File: src/rtl/dram_burst_ctrl_if.sv
// dram_burst_ctrl_if: bus-side request, write-beat, read-beat and write-response handshakes.
interface dram_burst_ctrl_if #(
  parameter int DATA_W = 32,
  parameter int ADDR_W = 23
);
  localparam int STRB_W = DATA_W / 8;
  logic req_valid, req_ready, req_write;
  logic [ADDR_W-1:0] req_addr;
  logic [7:0] req_len;
  logic [DATA_W-1:0] wdata;
  logic [STRB_W-1:0] wstrb;
  logic wvalid, wready;
  logic [DATA_W-1:0] rdata;
  logic rvalid, rready, rlast;
  logic bvalid, bready;
  modport master (
    output req_valid, req_write, req_addr, req_len, wdata, wstrb, wvalid, rready, bready,
    input  req_ready, wready, rdata, rvalid, rlast, bvalid
  );
  modport slave (
    input  req_valid, req_write, req_addr, req_len, wdata, wstrb, wvalid, rready, bready,
    output req_ready, wready, rdata, rvalid, rlast, bvalid
  );
endinterface

File: src/rtl/dram_burst_ctrl.sv
// dram_burst_ctrl: one-burst-at-a-time DRAM controller issuing ACT/RD/WR/PRE with tRCD/tCL/tRP spacing.
// Define DRAM_OPEN_PAGE_EN to leave the row open after a burst so same-row requests skip PRE/ACT.
module dram_burst_ctrl #(
  parameter int DATA_W = 32,
  parameter int ROW_W  = 11,
  parameter int COL_W  = 10,
  parameter int T_RCD  = 5,
  parameter int T_CL   = 5,
  parameter int T_RP   = 5
) (
  input  logic                   clk,
  input  logic                   rst,
  dram_burst_ctrl_if.slave       bus,
  input  logic [DATA_W-1:0]      DRAM_Q_i,
  input  logic                   DRAM_valid_i,
  output logic                   DRAM_CSn_o,
  output logic                   DRAM_RASn_o,
  output logic                   DRAM_CASn_o,
  output logic [DATA_W/8-1:0]    DRAM_WEn_o,
  output logic [ROW_W-1:0]       DRAM_A_o,
  output logic [DATA_W-1:0]      DRAM_D_o
);
  localparam int STRB_W = DATA_W / 8;
  localparam int TMAX = T_RCD > T_CL ? (T_RCD > T_RP ? T_RCD : T_RP) : (T_CL > T_RP ? T_CL : T_RP);
  localparam int CW = $clog2(TMAX + 1);
`ifdef DRAM_OPEN_PAGE_EN
  localparam bit OPEN_PAGE = 1'b1;
`else
  localparam bit OPEN_PAGE = 1'b0;
`endif
  typedef enum logic [3:0] {IDLE, PRE, TRP, ACT, TRCD, RD_CAS, RD_WAIT, WR_DAT, WR_CAS, WR_WAIT, RESP, CLOSE} state_t;
  state_t state_q, state_d, pre_nxt, col_st, wr_nxt;
  logic [CW-1:0] cnt_q, cnt_d;
  logic [ROW_W-1:0] row_q, row_d, open_row_q, open_row_d, req_row;
  logic [COL_W-1:0] col_q, col_d, req_col;
  logic [7:0] len_q, len_d, beat_q, beat_d;
  logic wr_q, wr_d, last_q, last_d, hs_q, hs_d, fin_q, fin_d, open_q, open_d, rvalid_q, rvalid_d;
  logic [DATA_W-1:0] rdata_q, rdata_d, wd_q, wd_d;
  logic [STRB_W-1:0] ws_q, ws_d;
  logic ready, req_hs, r_hs, w_hs, t_ok;
  assign req_row = bus.req_addr[ROW_W+COL_W+1:COL_W+2];
  assign req_col = bus.req_addr[COL_W+1:2];
  assign req_hs  = bus.req_valid && ready;
  assign r_hs    = rvalid_q && bus.rready;
  assign w_hs    = state_q == WR_DAT && bus.wvalid;
  assign t_ok    = cnt_q <= CW'(1);
  assign pre_nxt = fin_q ? IDLE : ACT;
  assign col_st  = wr_q ? WR_DAT : RD_CAS;
  assign wr_nxt  = last_q ? RESP : WR_DAT;
  always_ff @(posedge clk or posedge rst) begin
    if (rst) begin
      state_q <= IDLE;
      cnt_q <= '0;
      row_q <= '0;
      open_row_q <= '0;
      col_q <= '0;
      len_q <= '0;
      beat_q <= '0;
      {wr_q, last_q, hs_q, fin_q, open_q, rvalid_q} <= '0;
      rdata_q <= '0;
      wd_q <= '0;
      ws_q <= '0;
    end else begin
      state_q <= state_d;
      cnt_q <= cnt_d;
      row_q <= row_d;
      open_row_q <= open_row_d;
      col_q <= col_d;
      len_q <= len_d;
      beat_q <= beat_d;
      {wr_q, last_q, hs_q, fin_q, open_q, rvalid_q} <= {wr_d, last_d, hs_d, fin_d, open_d, rvalid_d};
      rdata_q <= rdata_d;
      wd_q <= wd_d;
      ws_q <= ws_d;
    end
  end
  always_comb begin
    state_d = state_q;
    cnt_d = cnt_q == '0 ? '0 : cnt_q - CW'(1);
    row_d = row_q;
    open_row_d = open_row_q;
    col_d = col_q;
    len_d = len_q;
    beat_d = beat_q;
    {wr_d, last_d, hs_d, fin_d, open_d} = {wr_q, last_q, hs_q, fin_q, open_q};
    wd_d = wd_q;
    ws_d = ws_q;
    rvalid_d = r_hs ? 1'b0 : rvalid_q;
    rdata_d = rdata_q;
    if ((state_q == RD_CAS || state_q == RD_WAIT) && DRAM_valid_i) begin
      rvalid_d = 1'b1;
      rdata_d = DRAM_Q_i;
    end
    case (state_q)
      IDLE: begin
        fin_d = 1'b0;
        if (req_hs) begin
          wr_d = bus.req_write;
          row_d = req_row;
          col_d = req_col;
          len_d = bus.req_len;
          beat_d = '0;
          hs_d = 1'b0;
          state_d = !open_q ? ACT : req_row != open_row_q ? PRE : bus.req_write ? WR_DAT : RD_CAS;
        end
      end
      PRE: begin
        open_d = 1'b0;
        cnt_d = CW'(T_RP - 1);
        state_d = T_RP == 1 ? pre_nxt : TRP;
      end
      TRP: state_d = t_ok ? pre_nxt : TRP;
      ACT: begin
        open_d = 1'b1;
        open_row_d = row_q;
        cnt_d = CW'(T_RCD - 1);
        state_d = T_RCD == 1 ? col_st : TRCD;
      end
      TRCD: state_d = t_ok ? col_st : TRCD;
      RD_CAS: begin
        col_d = col_q + COL_W'(1);
        cnt_d = CW'(T_CL - 1);
        hs_d = 1'b0;
        state_d = RD_WAIT;
      end
      RD_WAIT: begin
        // the next CAS waits for both the current beat's handshake and tCL
        if (r_hs) begin
          beat_d = beat_q + 8'd1;
          hs_d = 1'b1;
        end
        state_d = (r_hs && beat_q == len_q) ? CLOSE : ((r_hs || hs_q) && t_ok) ? RD_CAS : RD_WAIT;
      end
      WR_DAT: if (w_hs) begin
        wd_d = bus.wdata;
        ws_d = bus.wstrb;
        last_d = beat_q == len_q;
        beat_d = beat_q + 8'd1;
        state_d = WR_CAS;
      end
      WR_CAS: begin
        col_d = col_q + COL_W'(1);
        cnt_d = CW'(T_CL - 1);
        state_d = T_CL == 1 ? wr_nxt : WR_WAIT;
      end
      WR_WAIT: state_d = t_ok ? wr_nxt : WR_WAIT;
      RESP: state_d = bus.bready ? CLOSE : RESP;
      CLOSE: begin
        fin_d = 1'b1;
        state_d = OPEN_PAGE ? IDLE : PRE;
      end
      default: state_d = IDLE;
    endcase
  end
  always_comb begin
    ready = state_q == IDLE && !rst;
    bus.req_ready = ready;
    bus.wready = state_q == WR_DAT;
    bus.rdata = rdata_q;
    bus.rvalid = rvalid_q;
    bus.rlast = rvalid_q && beat_q == len_q;
    bus.bvalid = state_q == RESP;
    DRAM_CSn_o = !(state_q inside {PRE, ACT, RD_CAS, WR_CAS});
    DRAM_RASn_o = !(state_q inside {PRE, ACT});
    DRAM_CASn_o = !(state_q inside {RD_CAS, WR_CAS});
    DRAM_WEn_o = state_q == PRE ? '0 : state_q == WR_CAS ? ~ws_q : '1;
    DRAM_A_o = state_q == PRE ? open_row_q : state_q == ACT ? row_q :
               state_q inside {RD_CAS, WR_CAS} ? ROW_W'(col_q) : '0;
    DRAM_D_o = state_q == WR_CAS ? wd_q : '0;
  end
endmodule

File: src/flat_wrapper.sv
// flat-port wrapper written by rule: the top's interface ports become plain ports
module dram_burst_ctrl_flat 
#(
  parameter int DATA_W = 32,
  parameter int ROW_W  = 11,
  parameter int COL_W  = 10,
  parameter int T_RCD  = 5,
  parameter int T_CL   = 5,
  parameter int T_RP   = 5
)
  (clk, rst, DRAM_Q_i, DRAM_valid_i, DRAM_CSn_o, DRAM_RASn_o, DRAM_CASn_o, DRAM_WEn_o, DRAM_A_o, DRAM_D_o, bus_req_valid, bus_req_write, bus_req_addr, bus_req_len, bus_wdata, bus_wstrb, bus_wvalid, bus_rready, bus_bready, bus_req_ready, bus_wready, bus_rdata, bus_rvalid, bus_rlast, bus_bvalid);
  dram_burst_ctrl_if #(.DATA_W(DATA_W), .ADDR_W(23)) bus_i ();
  input  logic clk;
  input  logic rst;
  input  logic [DATA_W-1:0] DRAM_Q_i;
  input  logic DRAM_valid_i;
  output logic DRAM_CSn_o;
  output logic DRAM_RASn_o;
  output logic DRAM_CASn_o;
  output logic [DATA_W/8-1:0] DRAM_WEn_o;
  output logic [ROW_W-1:0] DRAM_A_o;
  output logic [DATA_W-1:0] DRAM_D_o;
  input wire logic [$bits(bus_i.req_valid)-1:0] bus_req_valid;
  input wire logic [$bits(bus_i.req_write)-1:0] bus_req_write;
  input wire logic [$bits(bus_i.req_addr)-1:0] bus_req_addr;
  input wire logic [$bits(bus_i.req_len)-1:0] bus_req_len;
  input wire logic [$bits(bus_i.wdata)-1:0] bus_wdata;
  input wire logic [$bits(bus_i.wstrb)-1:0] bus_wstrb;
  input wire logic [$bits(bus_i.wvalid)-1:0] bus_wvalid;
  input wire logic [$bits(bus_i.rready)-1:0] bus_rready;
  input wire logic [$bits(bus_i.bready)-1:0] bus_bready;
  output wire logic [$bits(bus_i.req_ready)-1:0] bus_req_ready;
  output wire logic [$bits(bus_i.wready)-1:0] bus_wready;
  output wire logic [$bits(bus_i.rdata)-1:0] bus_rdata;
  output wire logic [$bits(bus_i.rvalid)-1:0] bus_rvalid;
  output wire logic [$bits(bus_i.rlast)-1:0] bus_rlast;
  output wire logic [$bits(bus_i.bvalid)-1:0] bus_bvalid;
  assign bus_i.req_valid = bus_req_valid;
  assign bus_i.req_write = bus_req_write;
  assign bus_i.req_addr = bus_req_addr;
  assign bus_i.req_len = bus_req_len;
  assign bus_i.wdata = bus_wdata;
  assign bus_i.wstrb = bus_wstrb;
  assign bus_i.wvalid = bus_wvalid;
  assign bus_i.rready = bus_rready;
  assign bus_i.bready = bus_bready;
  assign bus_req_ready = bus_i.req_ready;
  assign bus_wready = bus_i.wready;
  assign bus_rdata = bus_i.rdata;
  assign bus_rvalid = bus_i.rvalid;
  assign bus_rlast = bus_i.rlast;
  assign bus_bvalid = bus_i.bvalid;
  dram_burst_ctrl #(.DATA_W(DATA_W), .ROW_W(ROW_W), .COL_W(COL_W), .T_RCD(T_RCD), .T_CL(T_CL), .T_RP(T_RP)) u_core (.clk(clk), .rst(rst), .bus(bus_i), .DRAM_Q_i(DRAM_Q_i), .DRAM_valid_i(DRAM_valid_i), .DRAM_CSn_o(DRAM_CSn_o), .DRAM_RASn_o(DRAM_RASn_o), .DRAM_CASn_o(DRAM_CASn_o), .DRAM_WEn_o(DRAM_WEn_o), .DRAM_A_o(DRAM_A_o), .DRAM_D_o(DRAM_D_o));
endmodule
File: config.mk
export PLATFORM = sky130hd
export DESIGN_NAME = dram_burst_ctrl_flat
export DESIGN_NICKNAME = d
export VERILOG_FILES = /design/src/rtl/dram_burst_ctrl_if.sv /design/src/rtl/dram_burst_ctrl.sv /design/src/flat_wrapper.sv
export SDC_FILE = /design/constraint.sdc
export NUM_CORES = 1
export LEC_CHECK = 0
export CORE_ASPECT_RATIO = 2
export CORE_UTILIZATION = 51
export DETAILED_ROUTE_END_ITERATION = 10
export PLACE_DENSITY_LB_ADDON = 0.15
export SYNTH_ARGS = -nofsm -noshare
export SYNTH_HDL_FRONTEND = slang
export SYNTH_SLANG_ARGS = --single-unit
File: constraint.sdc
create_clock -name clk -period 12.2 [get_ports clk]
set_input_delay 2.44 -clock clk [delete_from_list [all_inputs] [get_ports clk]]
set_output_delay 2.44 -clock clk [all_outputs]
set_load 0.02 [all_outputs]
# [After elaboration in Yosys (flattened, before gate mapping)]
# Index checks and enable logic that the tools add are counted.
# Widths: inputs -> output; s select.
[word_totals] regBits=129 word_cells=105
[classes] n_addsub=3 magnitude_cmp=1 eq_ne=16 n_mux=36 bitwise_logic=1 n_reduce_logical=32
[op_table] op="$pmux 4 s12" n=1
[op_table] op="$mux 4" n=11
[op_table] op="$mux 32" n=1
[op_table] op="$mux 8" n=3
[op_table] op="$pmux 8 s3" n=1
[op_table] op="$mux 11" n=2
[op_table] op="$mux 10" n=2
[op_table] op="$pmux 10 s2" n=1
[op_table] op="$eq 4x3->1 const B" n=4
[op_table] op="$eq 4x4->1 const B" n=4
[op_table] op="$ne 11x11->1" n=1
[op_table] op="$add 10x1->10 const B" n=1
[op_table] op="$reduce_bool 2->1" n=5
[op_table] op="$add 8x1->8 const B" n=1
[op_table] op="$eq 4x2->1 const B" n=2
[op_table] op="$eq 8x8->1" n=1
[op_table] op="$logic_and 1x1->1" n=8
[op_table] op="$mux 2" n=4
[op_table] op="$reduce_and 2->1" n=4
[op_table] op="$mux 3" n=2
[op_table] op="$ne 2x1->1 const B" n=3
[op_table] op="$reduce_bool 3->1" n=2
[op_table] op="$mux 1" n=5
[op_table] op="$eq 4x1->1 const B" n=1
[op_table] op="other kinds (14)" n=19

# [Depth between registers and ports, before layout]
[depth] ltp_word=6 ltp_mapped=8 depth_no_buf=5

# [Worst setup path after synthesis]
# OpenSTA, ideal clock, no wires.
[synth_path] kind="input -> output" from="in rst" to="out bus_req_ready" arrival_time_ns=2.733 required_time_ns=9.760 path_slack_ns=7.027 stages=1 cell_sequence="nor2_1"
[synth_via] elab_chain_len=2
[synth_lines] element="from (decl)" line="flat_wrapper.sv:14" text="input logic rst;"
[synth_lines] element="$logic_not 1->1 (no line)"
[synth_lines] element="$logic_and 1x1->1" line="dram_burst_ctrl.sv:156" text="ready = state_q == IDLE && !rst;"
[synth_lines] element="to (decl)" line="flat_wrapper.sv:32" text="output wire logic [$bits(bus_i.req_ready)-1:0] bus_req_ready;"
# No other way between the ends.

# [Final worst setup path]
# Same ends and word-level chain as after synthesis.

==> impl_results.md <==
* DRT antenna net count at 0
* R2r startpoint: u_core.state_q[0]
* PnR worst setup slack at 6070 ps
* Initial antenna violation count at 0
* WHS Path Cells at 1
* RePlAce Congestion at 0.917
* Post-synth top area cell: dfrtp_1
* Commonest non-fill, non-tap cells in the layout: clkdlybuf4s50_1 (191), dfrtp_1 (129), nand2_1 (95)
* Slew Limit Fails at 0
* Asr flop ratio synth at 100%
* First DRT Iteration DRCs at 315
* Hold buffer count at cts at 0
* Avg Vias per Cell at 5.52
* Slew margin rel. at 31.0%
* FF+latch area at 3230 µm²
* DIE HEIGHT at 159 µm
* CP endpoint kind: output port
* RSZ-0062 raised after global routing: no
* Most used DFF post-synth: dfrtp_1
* Peak supply drop at 149 µV
* CTS H-tree depth at 4
* CTS clk-pin slew, worst paths at 50 ps
* CTS tree: done
* Root Buffer: clkbuf_16
* Largest net degree at the start of global routing at 81
* Commonest non-fill, non-tap cell in the layout: clkdlybuf4s50_1
* Worst Skew at 8.75 ps
* Crit path max-delay cell type: clkdlybuf4s50_1
* Gr ovfl total at 0
* Syn Std Cell Area at 6260 µm²
* Post-Syn Area per Cell at 10.9 µm²
* Footprint of the multi-input gates at 2840 µm²
* Crit-path max cell delay at 620 ps
* Req. time, crit path at 9760 ps
* First-pass GRT wire length at 24.9 mm
* Unique masters post-synth at 52
* Die area at 12800 µm²
* Static Leakage at 3.82 nW
* Synthesized Nets at 686
* Slew of the pin with the lowest slew margin at 1030 ps
* Setup Buffers After CTS at 0
* Top cell type's share of synthesized area at 51.5%
* Mapped Cells at 575
* Initial Utilization at 52.9%
* Clk sink count at 129
* Max Fclk at 0.163 GHz
* Post_cts resized at 0
* DR vias at 5064
* CTS Buf Count at 17
* Area grow syn2layout at 41.3%
* Worst setup path start: rst
* Synth Warn # at 0
* Cell Rows at 56
* Crit path time final at 6130 ps
* Nets@finish at 870
* Largest fanout on the critical path at 4
* R2R setup slack at 9440 ps
* Post-synthesis sequential area ratio at 51.5%
* Hold EP: u_core.cnt_q[0]
* Fin. Hold Viols at 0
* Most frequent cell on the critical path: clkdlybuf4s50_1
* N_diodes at 0
* Setup CP Type: in -> out
* CP Launch Type: input pin
* Setup WS pre-CTS at 6070 ps
* Vias in the first global route at 5326
* PwrDens at 242 nW/µm²
* Die W at 80.4 µm
* Flip-flop and latch count after synthesis at 129
* Hold path start: u_core.cnt_q[0]
* Layout fillers at 857
* Setup TNS at 0 ps
* CP Cell Sequence: clkdlybuf4s50_1 -> nor2_1 -> clkdlybuf4s50_1
* Total Routing Usage GR at 25.4%
* Arr. time, crit path at 3690 ps
* Post-synth EDFFs at 0
* Wire per inst at 16.8 µm
* Final setup viols at 0
* I/O Pins at 194
* # port buffers at 191
* Fin crit share at 50.2%
* Worst min path class: reg -> reg
* Status: completed
* Post-DP HPWL at 11.1 mm
* # DRC at 0
* Final wirelength at 15.4 mm
* Core box area at 11800 µm²
* Pre-antenna DRT Iters at 4
* FF-to-FF path depth at 5
* Clock latency on the worst-skew pair at 410 ps
* Maxcap violations at 0
* FF-to-FF End: u_core.col_q[2]
* Clk buf depth at 2
* Synth top area cells: dfrtp_1 (52%), mux2_2 (15%), nand2_1 (5.7%)
* Share of cells above drive strength 1 at 17.4%
## Yosys cell counts (3+ instances only)
master / number
ha_1: 4
or4_1: 5
buf_2: 9
nand2_1: 95
nand3_1: 10
nor3_1: 9
mux2_2: 83
o31ai_1: 6
mux2i_1: 18
o221a_2: 7
nor2b_1: 4
nor2_1: 16
a21oi_1: 16
o211ai_1: 3
nor4_1: 4
nand4_1: 5
o21ai_0: 20
xor2_1: 12
nand2b_1: 5
dfrtp_1: 129
and2_1: 34
inv_1: 13
clkbuf_1: 19
xnor2_1: 8
and4_1: 4
and3b_1: 3
and3_1: 4
## per-layer routing
layer	track usage, %	wire (µm)	vias up
met5	0	0	-
met4	12.9	454	0
met3	6.49	954	33
met2	46.3	8650	191
met1	25.5	5340	2473
li1	-	-	2367
## power by group
group	switching [mW]	internal (mW)	total, mW
registers	0.151	0.622	0.773
logic	0.425	0.446	0.871
clock network	0.188	0.312	0.500
## final cells by class
cell class                 instances  area share, %
sequential                       129           36.5
multi-input combinational        401           32.1
timing repair buffer             197           22.1
clock buffer                      20           5.16
tap                              145           2.05
clock inverter                    12           1.51
inverter                          13          0.580
## cell families (layout without fill, tap and decap cells)
logic type,count (synthesis),in the layout,share of synthesized area (%)
xor+xnor,20,20,2.80
simple gates,207,207,16.5
buf+inv,45,242,3.18
fa+ha+maj,4,4,0.799
compound gates,69,69,7.41
mux,101,101,17.8
flops,129,129,51.5
## sequential cells by signal (all words and copies together), names as in the netlist, 3 cells and up
signal             flops
u_core.ws_q            4
u_core.state_q         4
u_core.open_row_q     11
u_core.row_q          11
u_core.len_q           8
u_core.col_q          10
u_core.cnt_q           3
u_core.wd_q           32
u_core.beat_q          8
u_core.bus.rdata      32
## critical path, delay by kind of cell
family	cells	cell delay, ps
and+or+nand+nor	1	140
buffers and inverters	2	1110
## metrics by stage
stage	util (%)	cell area [µm²]	hold WS [ps]	cells	power (mW)
global route	74.7	8850	491	917	2.27
global placement	69.8	8260	444	885	1.61
floorplan	-	6260	433	575	1.31
detailed placement	69.8	8260	464	885	1.65
finish	74.7	8850	476	917	2.14
CTS	74.7	8850	472	917	2.16
## how the worst max path moves through the flow
stage	slack, ps	end	cells past startpoint
4_1_cts	6070	bus_req_ready	3
3_3_place_gp	6080	bus_req_ready	3
2_1_floorplan	6320	u_core.beat_q[0]	1
5_1_grt	6020	bus_req_ready	3
3_5_place_dp	6070	bus_req_ready	3
6_report	6070	bus_req_ready	3
No activity file was read; power rests on OpenSTA's default activity.
